`src/rtl/rv32_instr_encoder.sv`:
```
// RV32I instruction encoder: packs decoded fields into base-set instruction
// words and queues them, each tagged with an auto-incrementing byte address,
// in a 2-entry FIFO on a valid/ready output stream. Field sets that cannot be
// encoded become NOPs and are counted in a sticky error state.
module rv32_instr_encoder #(
  parameter int          ADDR_W    = 10,
  parameter int unsigned BASE_ADDR = 0
) (
  input  logic              clk,
  input  logic              rst_n,
  input  logic              clr,
  input  logic              in_valid,
  output logic              in_ready,
  input  logic [3:0]        in_kind,
  input  logic [4:0]        in_rd,
  input  logic [4:0]        in_rs1,
  input  logic [4:0]        in_rs2,
  input  logic [2:0]        in_funct3,
  input  logic [6:0]        in_funct7,
  input  logic [31:0]       in_imm,
  output logic              out_valid,
  input  logic              out_ready,
  output logic [31:0]       out_data,
  output logic [ADDR_W-1:0] out_addr,
  output logic              err,
  output logic [7:0]        err_cnt
);

  typedef enum logic [3:0] {
    K_R      = 4'd0,
    K_IALU   = 4'd1,
    K_LOAD   = 4'd2,
    K_JALR   = 4'd3,
    K_STORE  = 4'd4,
    K_BRANCH = 4'd5,
    K_LUI    = 4'd6,
    K_AUIPC  = 4'd7,
    K_JAL    = 4'd8
  } kind_e;

  localparam logic [6:0]  OP_R      = 7'b0110011;
  localparam logic [6:0]  OP_IMM    = 7'b0010011;
  localparam logic [6:0]  OP_LOAD   = 7'b0000011;
  localparam logic [6:0]  OP_JALR   = 7'b1100111;
  localparam logic [6:0]  OP_STORE  = 7'b0100011;
  localparam logic [6:0]  OP_BRANCH = 7'b1100011;
  localparam logic [6:0]  OP_LUI    = 7'b0110111;
  localparam logic [6:0]  OP_AUIPC  = 7'b0010111;
  localparam logic [6:0]  OP_JAL    = 7'b1101111;
  localparam logic [31:0] NOP_WORD  = 32'h0000_0013;

  localparam logic [ADDR_W-1:0] BASE = ADDR_W'(BASE_ADDR);

  logic [31:0]       enc_word;
  logic              enc_legal;
  logic [31:0]       push_word;
  logic              fits12;

  logic [31:0]       mem_data [2];
  logic [ADDR_W-1:0] mem_addr [2];
  logic              wr_ptr;
  logic              rd_ptr;
  logic [1:0]        count;
  logic [ADDR_W-1:0] addr_cnt;
  logic              full;
  logic              push;
  logic              pop;

  // 12-bit signed immediate range check shared by I/LOAD/JALR/STORE.
  assign fits12 = (in_imm[31:11] == {21{in_imm[11]}});

  // Encode the presented field set and decide whether it is legal.
  always_comb begin
    // NOTE: every output of a combinational block gets a default first so no
    // path through the case can leave it unassigned and infer a latch.
    enc_word  = NOP_WORD;
    enc_legal = 1'b0;
    case (in_kind)
      K_R: begin
        enc_word  = {in_funct7, in_rs2, in_rs1, in_funct3, in_rd, OP_R};
        enc_legal = 1'b1;
      end
      K_IALU: begin
        if (in_funct3 == 3'b001 || in_funct3 == 3'b101) begin
          enc_word  = {in_funct7, in_imm[4:0], in_rs1, in_funct3, in_rd, OP_IMM};
          enc_legal = (in_imm[31:5] == 27'd0);
        end else begin
          enc_word  = {in_imm[11:0], in_rs1, in_funct3, in_rd, OP_IMM};
          enc_legal = fits12;
        end
      end
      K_LOAD: begin
        enc_word  = {in_imm[11:0], in_rs1, in_funct3, in_rd, OP_LOAD};
        enc_legal = fits12;
      end
      K_JALR: begin
        enc_word  = {in_imm[11:0], in_rs1, 3'b000, in_rd, OP_JALR};
        enc_legal = fits12;
      end
      K_STORE: begin
        enc_word  = {in_imm[11:5], in_rs2, in_rs1, in_funct3, in_imm[4:0], OP_STORE};
        enc_legal = fits12;
      end
      K_BRANCH: begin
        enc_word  = {in_imm[12], in_imm[10:5], in_rs2, in_rs1, in_funct3,
                     in_imm[4:1], in_imm[11], OP_BRANCH};
        enc_legal = (in_imm[31:12] == {20{in_imm[31]}}) && !in_imm[0];
      end
      K_LUI: begin
        enc_word  = {in_imm[31:12], in_rd, OP_LUI};
        enc_legal = (in_imm[11:0] == 12'd0);
      end
      K_AUIPC: begin
        enc_word  = {in_imm[31:12], in_rd, OP_AUIPC};
        enc_legal = (in_imm[11:0] == 12'd0);
      end
      K_JAL: begin
        enc_word  = {in_imm[20], in_imm[10:1], in_imm[11], in_imm[19:12], in_rd, OP_JAL};
        enc_legal = (in_imm[31:20] == {12{in_imm[31]}}) && !in_imm[0];
      end
      default: begin
        enc_word  = NOP_WORD;
        enc_legal = 1'b0;
      end
    endcase
  end

  assign push_word = enc_legal ? enc_word : NOP_WORD;

  assign full      = (count == 2'd2);
  assign in_ready  = !full && !clr;
  assign out_valid = (count != 2'd0);
  assign push      = in_valid && in_ready;
  assign pop       = out_valid && out_ready;
  assign out_data  = mem_data[rd_ptr];
  assign out_addr  = mem_addr[rd_ptr];

  // FIFO storage: write the encoded word and its address at the tail.
  always_ff @(posedge clk or negedge rst_n) begin
    // NOTE: the two entries are reset because the head drives out_data and
    // out_addr directly and both must read zero straight out of reset.
    if (!rst_n) begin
      for (int i = 0; i < 2; i++) begin
        mem_data[i] <= '0;
        mem_addr[i] <= '0;
      end
    end else if (push) begin
      mem_data[wr_ptr] <= push_word;
      mem_addr[wr_ptr] <= addr_cnt;
    end
  end

  // FIFO pointers and occupancy; clr drops every queued entry.
  always_ff @(posedge clk or negedge rst_n) begin
    // NOTE: state registers use non-blocking assignment so every flop samples
    // pre-edge values regardless of statement order.
    if (!rst_n) begin
      wr_ptr <= 1'b0;
      rd_ptr <= 1'b0;
      count  <= 2'd0;
    end else if (clr) begin
      wr_ptr <= 1'b0;
      rd_ptr <= 1'b0;
      count  <= 2'd0;
    end else begin
      if (push) wr_ptr <= ~wr_ptr;
      if (pop)  rd_ptr <= ~rd_ptr;
      case ({push, pop})
        2'b10:   count <= count + 2'd1;
        2'b01:   count <= count - 2'd1;
        default: count <= count;
      endcase
    end
  end

  // Address counter and sticky error bookkeeping, advanced on each accept.
  always_ff @(posedge clk or negedge rst_n) begin
    if (!rst_n) begin
      addr_cnt <= BASE;
      err      <= 1'b0;
      err_cnt  <= 8'd0;
    end else if (clr) begin
      addr_cnt <= BASE;
      err      <= 1'b0;
      err_cnt  <= 8'd0;
    end else if (push) begin
      addr_cnt <= addr_cnt + ADDR_W'(4);
      if (!enc_legal) begin
        err <= 1'b1;
        if (err_cnt != 8'hFF) err_cnt <= err_cnt + 8'd1;
      end
    end
  end

endmodule
```
`config.mk`:
```
export PLATFORM = sky130hd
export DESIGN_NAME = rv32_instr_encoder
export DESIGN_NICKNAME = d
export VERILOG_FILES = /design/src/rtl/rv32_instr_encoder.sv
export SDC_FILE = /design/constraint.sdc
export NUM_CORES = 1
export LEC_CHECK = 0
export CORE_ASPECT_RATIO = 1.4
export CORE_MARGIN = 2
export CORE_UTILIZATION = 25
export DETAILED_ROUTE_END_ITERATION = 8
export PLACE_DENSITY = 0.5
export SKIP_LAST_GASP = 1
export SYNTH_ARGS = -nofsm -noshare
export SYNTH_HDL_FRONTEND = slang
export SYNTH_SLANG_ARGS = --single-unit
```
`constraint.sdc`:
```
create_clock -name clk -period 4.6 [get_ports clk]
set_clock_uncertainty 0.15 [all_clocks]
set_input_delay 0.46 -clock clk [delete_from_list [all_inputs] [get_ports clk]]
set_output_delay 0.46 -clock clk [all_outputs]
set_load 0.05 [all_outputs]
```
After elaboration in Yosys (flattened, before gate mapping)
Cells that the tools add are included.
{"block": "totals", "input_bits": 66, "out_inout_bits": 53, "elab_cells": 93, "regBits": 107}
{"block": "op_classes", "muxes": 32, "bitwise_logic": 4, "n_lt_le_gt_ge": 3, "reduce_logical": 22, "n_eq_ne": 18, "n_addsub": 4}
{"op": "$pmux 32 s9", "count": 1}
{"op": "$mux 32", "count": 6}
{"op": "$bwmux 64", "count": 1}
{"op": "$mux 10", "count": 6}
{"op": "$demux 32 s1", "count": 1}
{"op": "$mux 8", "count": 4}
{"op": "$logic_not 27->1", "count": 1}
{"op": "$bwmux 20", "count": 1}
{"op": "$eq 20x20->1", "count": 1}
{"op": "$eq 19x19->1", "count": 1}
{"op": "$eq 4x3->1 const B", "count": 4}
{"op": "$logic_not 12->1", "count": 1}
{"op": "$eq 11x11->1", "count": 1}
{"op": "$add 10x3->10 const B", "count": 1}
{"op": "$demux 10 s1", "count": 1}
{"op": "$add 8x1->8 const B", "count": 1}
{"op": "$eq 4x2->1 const B", "count": 2}
{"op": "$mux 1", "count": 8}
{"op": "$ne 8x8->1 const B", "count": 1}
{"op": "$reduce_bool 2->1", "count": 4}
{"op": "$logic_and 1x1->1", "count": 6}
{"op": "$pmux 1 s6", "count": 1}
{"op": "$eq 2x2->1 const B", "count": 2}
{"op": "$eq 4x1->1 const B", "count": 1}
{"op": "other kinds (21)", "count": 26}

Longest topological paths before layout
{"block": "logic_depth", "word_depth": 7, "depth_mapped": 11, "ltp_nobuf": 9}

Worst setup path before layout
Ideal clock, no wire load.
{"block": "synth_timing", "path_kind": "input to register", "from": "input in_imm[11]", "to": "register err_cnt[0]", "required_time_ns": 4.340, "t_arrival_ns": 2.411, "setup_time_ns": 0.110, "setup_slack_ns": 1.929, "path_buffers": 1, "cell_stages": 10, "path_cell_list": "inv_1 ha_1 or4bb_1 or4_1 nor4_1 a31oi_1 o21ai_2 buf_6 o311ai_0 o41ai_1"}
{"block": "synth_via", "elab_chain_cells": 5, "elab_cells_between_ends": 7, "cone_classes": "eq/ne (2); mux (2); reduce/logical (3)"}
{"element": "start, declared", "line_no": "20", "source": "input logic [31:0] in_imm,"}
{"element": "$eq 20x20->1 or $logic_not 27->1 (tied branches)", "line_no": "70, 86"}
{"element": "$mux 1", "line_no": "84", "source": "if (in_funct3 == 3'b001 || in_funct3 == 3'b101) begin"}
{"element": "$pmux 1 s6 (*)", "line_no": "78", "source": "case (in_kind)"}
{"element": "$ne 2x2->1 (no source line) (*)"}
{"element": "$reduce_and 3->1 (no source line) (*)"}
{"element": "end signal, assigned", "line_no": "190", "source": "if (err_cnt != 8'hFF) err_cnt <= err_cnt + 8'd1;"}
{"element": "end, declared", "line_no": "26", "source": "output logic [7:0] err_cnt"}
Every way passes the cells marked *; elsewhere a longest branch is shown, timed or not.
A chain may end at the register's enable or synchronous reset.

Final worst setup path
{"block": "layout_timing", "from": "input in_kind[2]", "to": "register mem_data[31] in the netlist's numbering"}
{"block": "layout_via", "elab_chain_cells": 5, "elab_cells_between_ends": 15, "cone_classes": "eq/ne (8); mux (4); reduce/logical (3)"}
{"element": "start, declared", "line_no": "14", "source": "input logic [3:0] in_kind,"}
{"element": "$eq 4x3->1 or $eq 4x2->1 (tied branches)", "line_no": "78"}
{"element": "$reduce_or 3->1 (no source line) or $reduce_or 2->1 (tied branches)"}
{"element": "$pmux 1 s6", "line_no": "78"}
{"element": "$mux 32 (*)", "line_no": "128", "source": "assign push_word = enc_legal ? enc_word : NOP_WORD;"}
{"element": "$bwmux 64 (*)", "line_no": "148", "source": "mem_data[wr_ptr] <= push_word;"}
{"element": "end signal, assigned by index", "line_no": "148"}
{"element": "end, declared", "line_no": "59", "source": "logic [31:0] mem_data [2];"}
Marked as above.

==> flow_summary.toml <==
[final_layout]
drive_above_1_share_pct = 14.9
area_growth_pct = 31.9
nets = 764
antenna_cells = 0
final_util_pct = 33.3
layout.cells.non_filler = 997

[floorplan]
die_x_microns = 129
rows = 64
dieArea_sq_mm = 0.0233
ios = 119
initial_core_util_pct = 25.3
placeableCoreArea_sq_mm = 0.0218
dieHeight_microns = 180

[timing]
final-setup-viol-count = 0
report.final.slew_viol_count = 0
fin_tns_setup_ns = 0
fin_crit_sh_pct = 74.4
worst_pin_slew_ns = 0.934
fin_crit_ns = 3.42
max_clock_freq_ghz = 0.292
hold_viol = 0
rsz0062_at_grt = "no"
hold_slack_ns = 0.0693
relSlewSlack_pct = 37.5

[routing]
antenna_left = 0
num_vias = 4810
drt_pass1_iterations = 5
drc = 0
drt_iter0_markers = 314
wl_microns = 17100
vias_per_cell = 4.82
routedWlPerCell_microns = 17.1

[grt]
use_met2_pct = 24.7
grt_pass1_vias = 4856
grt.met1_usage_pct = 18.5
antenna_found_initial = 0
grt-ovfl-total = 0
grt_pass1_wl_microns = 26900
grt.busiest_layer = "met2"
grt_max_degree = 70
use_met3_pct = 3.36
grt_use_total_pct = 15.0

[synthesis]
netlist_instances = 596
synth_top_area_cell = "dfrtp_1"
seq_area_frac_synth_pct = 45.0
synth_ff_type = "dfrtp_1"
yosys_warnings = 0
avgSynthCellArea_sq_um = 9.24
synth_edf_count = 0
synth-seq-cells = 99
synth_top_cells_by_area = "dfrtp_1, mux2_2, nand2_1"
synth_common_cells = "nand2_1, dfrtp_1, mux2_2"
yosysMostFrequentCell = "nand2_1"
synth_top_cell_area_share_pct = 45.0
ys_types = 56
netlist_area_sq_mm = 0.00551
synth-async-reset-ratio_pct = 100

[critical_path]
critical-path-slowest-cell = "nor3b_1"
worstPathMaxFanout = 18
worstPathRequired_ns = 4.74
slowest_delay_ns = 0.82
crit_buf_inv = 1
reg2reg_from = "count[0]"
crit_path_start = "in_kind[2]"
cp_top_family = "simple AND/OR/NAND/NOR gates"
worstPathCellList = "clkdlybuf4s50_1 > nor3b_1 > a21oi_1 > nor4_1 > a32oi_1 > o21a_1 > a21oi_1 > mux2_2"
critical_path_arrival_ns = 3.56
crit_path_end_kind = "register"
crit_path_frequent_cell = "a21oi_1"
crit_type = "in2reg"
start_kind = "primary input"

[place]
place_inst = 981
port_buffers = 116
place.gp.congestion = 0.815
dp_hpwl_microns = 12400

[power]
switching_share_pct = 29.3
power_density_mw_per_mm2 = 293
ir_worst_vdd_mv = 0.192
intPower_w = 0.00150
seqPwrFrac_pct = 43.6
p_sw_w = 0.000624
leakage_nw = 2.95
combPwrFrac_pct = 18.4
power_frac_clock_pct = 38.0

[clock_tree]
cts_tree = "done"
hold_buffers = 0
clkTransAtPathRegs_ns = 0.08
numCtsBuffers = 9
clock_latency_ns = 0.36
post_cts_resize_count = 0
cts_max_path_buffers = 2
cts_sinks = 99
cts_setup_buffers = 0
htree_levels = 3
cts-root-buf = "clkbuf_16"

[min_path]
hold_class = "in2async"

[status]
status = "finished, final reports clean"

[run]
drv_cap = 0
-- stage by stage --
stage	total power, W	cell area (sq um)	worst slack, ns
3_3_place_gp	0.00134	6950	0.800
5_1_grt	0.00223	7260	0.904
3_5_place_dp	0.00134	6950	0.817
6_report	0.00213	7260	1.18
4_1_cts	0.00216	7260	1.19
2_1_floorplan	0.00116	5510	1.93
-- sequential cells by signal (all words and copies together) (netlist names) --
name / cells
rd_ptr: 1
wr_ptr: 1
count: 2
err: 1
mem_addr: 16
err_cnt: 8
mem_data: 62
addr_cnt: 8
-- metal layers --
metal	vias to the layer above	share of wire [%]
met5	-	0
met1	2313	43
met3	31	4.7
met2	118	49
met4	0	3.3
li1	2348	-
-- path summary, 6_finish.rpt --
kind | endpoint | slack (ns) | depth (start not counted)
setup / recovery | mem_data[31] | 1.18 | 8
hold reg to reg | mem_data[1] | 0.31 | 1
min in group clk | mem_data[1] | 0.31 | 1
hold / removal | mem_addr[2] | 0.07 | 1
setup reg to reg | mem_data[3] | 2.25 | 7
max in group asynchronous | mem_data[11] | 3.28 | 2
-- cells by family (layout without fill, tap and decap cells) --
logic type / count (synthesis) / after routing / share of synthesized area, %
other: 1 / 2 / 0.0681
AOI/OAI and AO/OA: 159 / 159 / 17.9
DFF: 99 / 99 / 45.0
and+or+nand+nor: 213 / 213 / 18.2
muxes: 60 / 60 / 12.3
adders and majority gates: 3 / 3 / 0.682
buffers and inverters: 52 / 155 / 4.45
xor gates and xnor gates: 9 / 9 / 1.43
-- cells in the final DEF, fill, tap and decap left out, drive strengths merged, types with 10 or more instances in the layout --
cell and n:
a21oi 33, a22oi 13, buf 15, clkbuf 10
clkdlybuf4s50 115, dfrtp 99, inv 10, mux2 60
nand2 110, nor2 29, nor2b 13, o21ai 60
o31ai 19
-- power groups by stage --
stage	clock network (W)	registers, W	logic, W
4_1_cts	0.000831	0.000927	0.000399
2_1_floorplan	0	0.000944	0.000220
3_5_place_dp	0	0.000944	0.000398
5_1_grt	0.000874	0.000932	0.000427
6_report	0.000808	0.000927	0.000392
3_3_place_gp	0	0.000944	0.000399
-- layout make-up --
type | instances | area [sq um]
inverters | 9 | 33.8
clock inverters | 6 | 71.3
repair buffers | 130 | 1280
flip-flops and latches | 99 | 2480
well taps | 297 | 372
clock buffers | 10 | 239
multi-input cells | 446 | 2790
fillers | 2337 | 14500
Note: power is estimated with default switching activity, not from simulation.
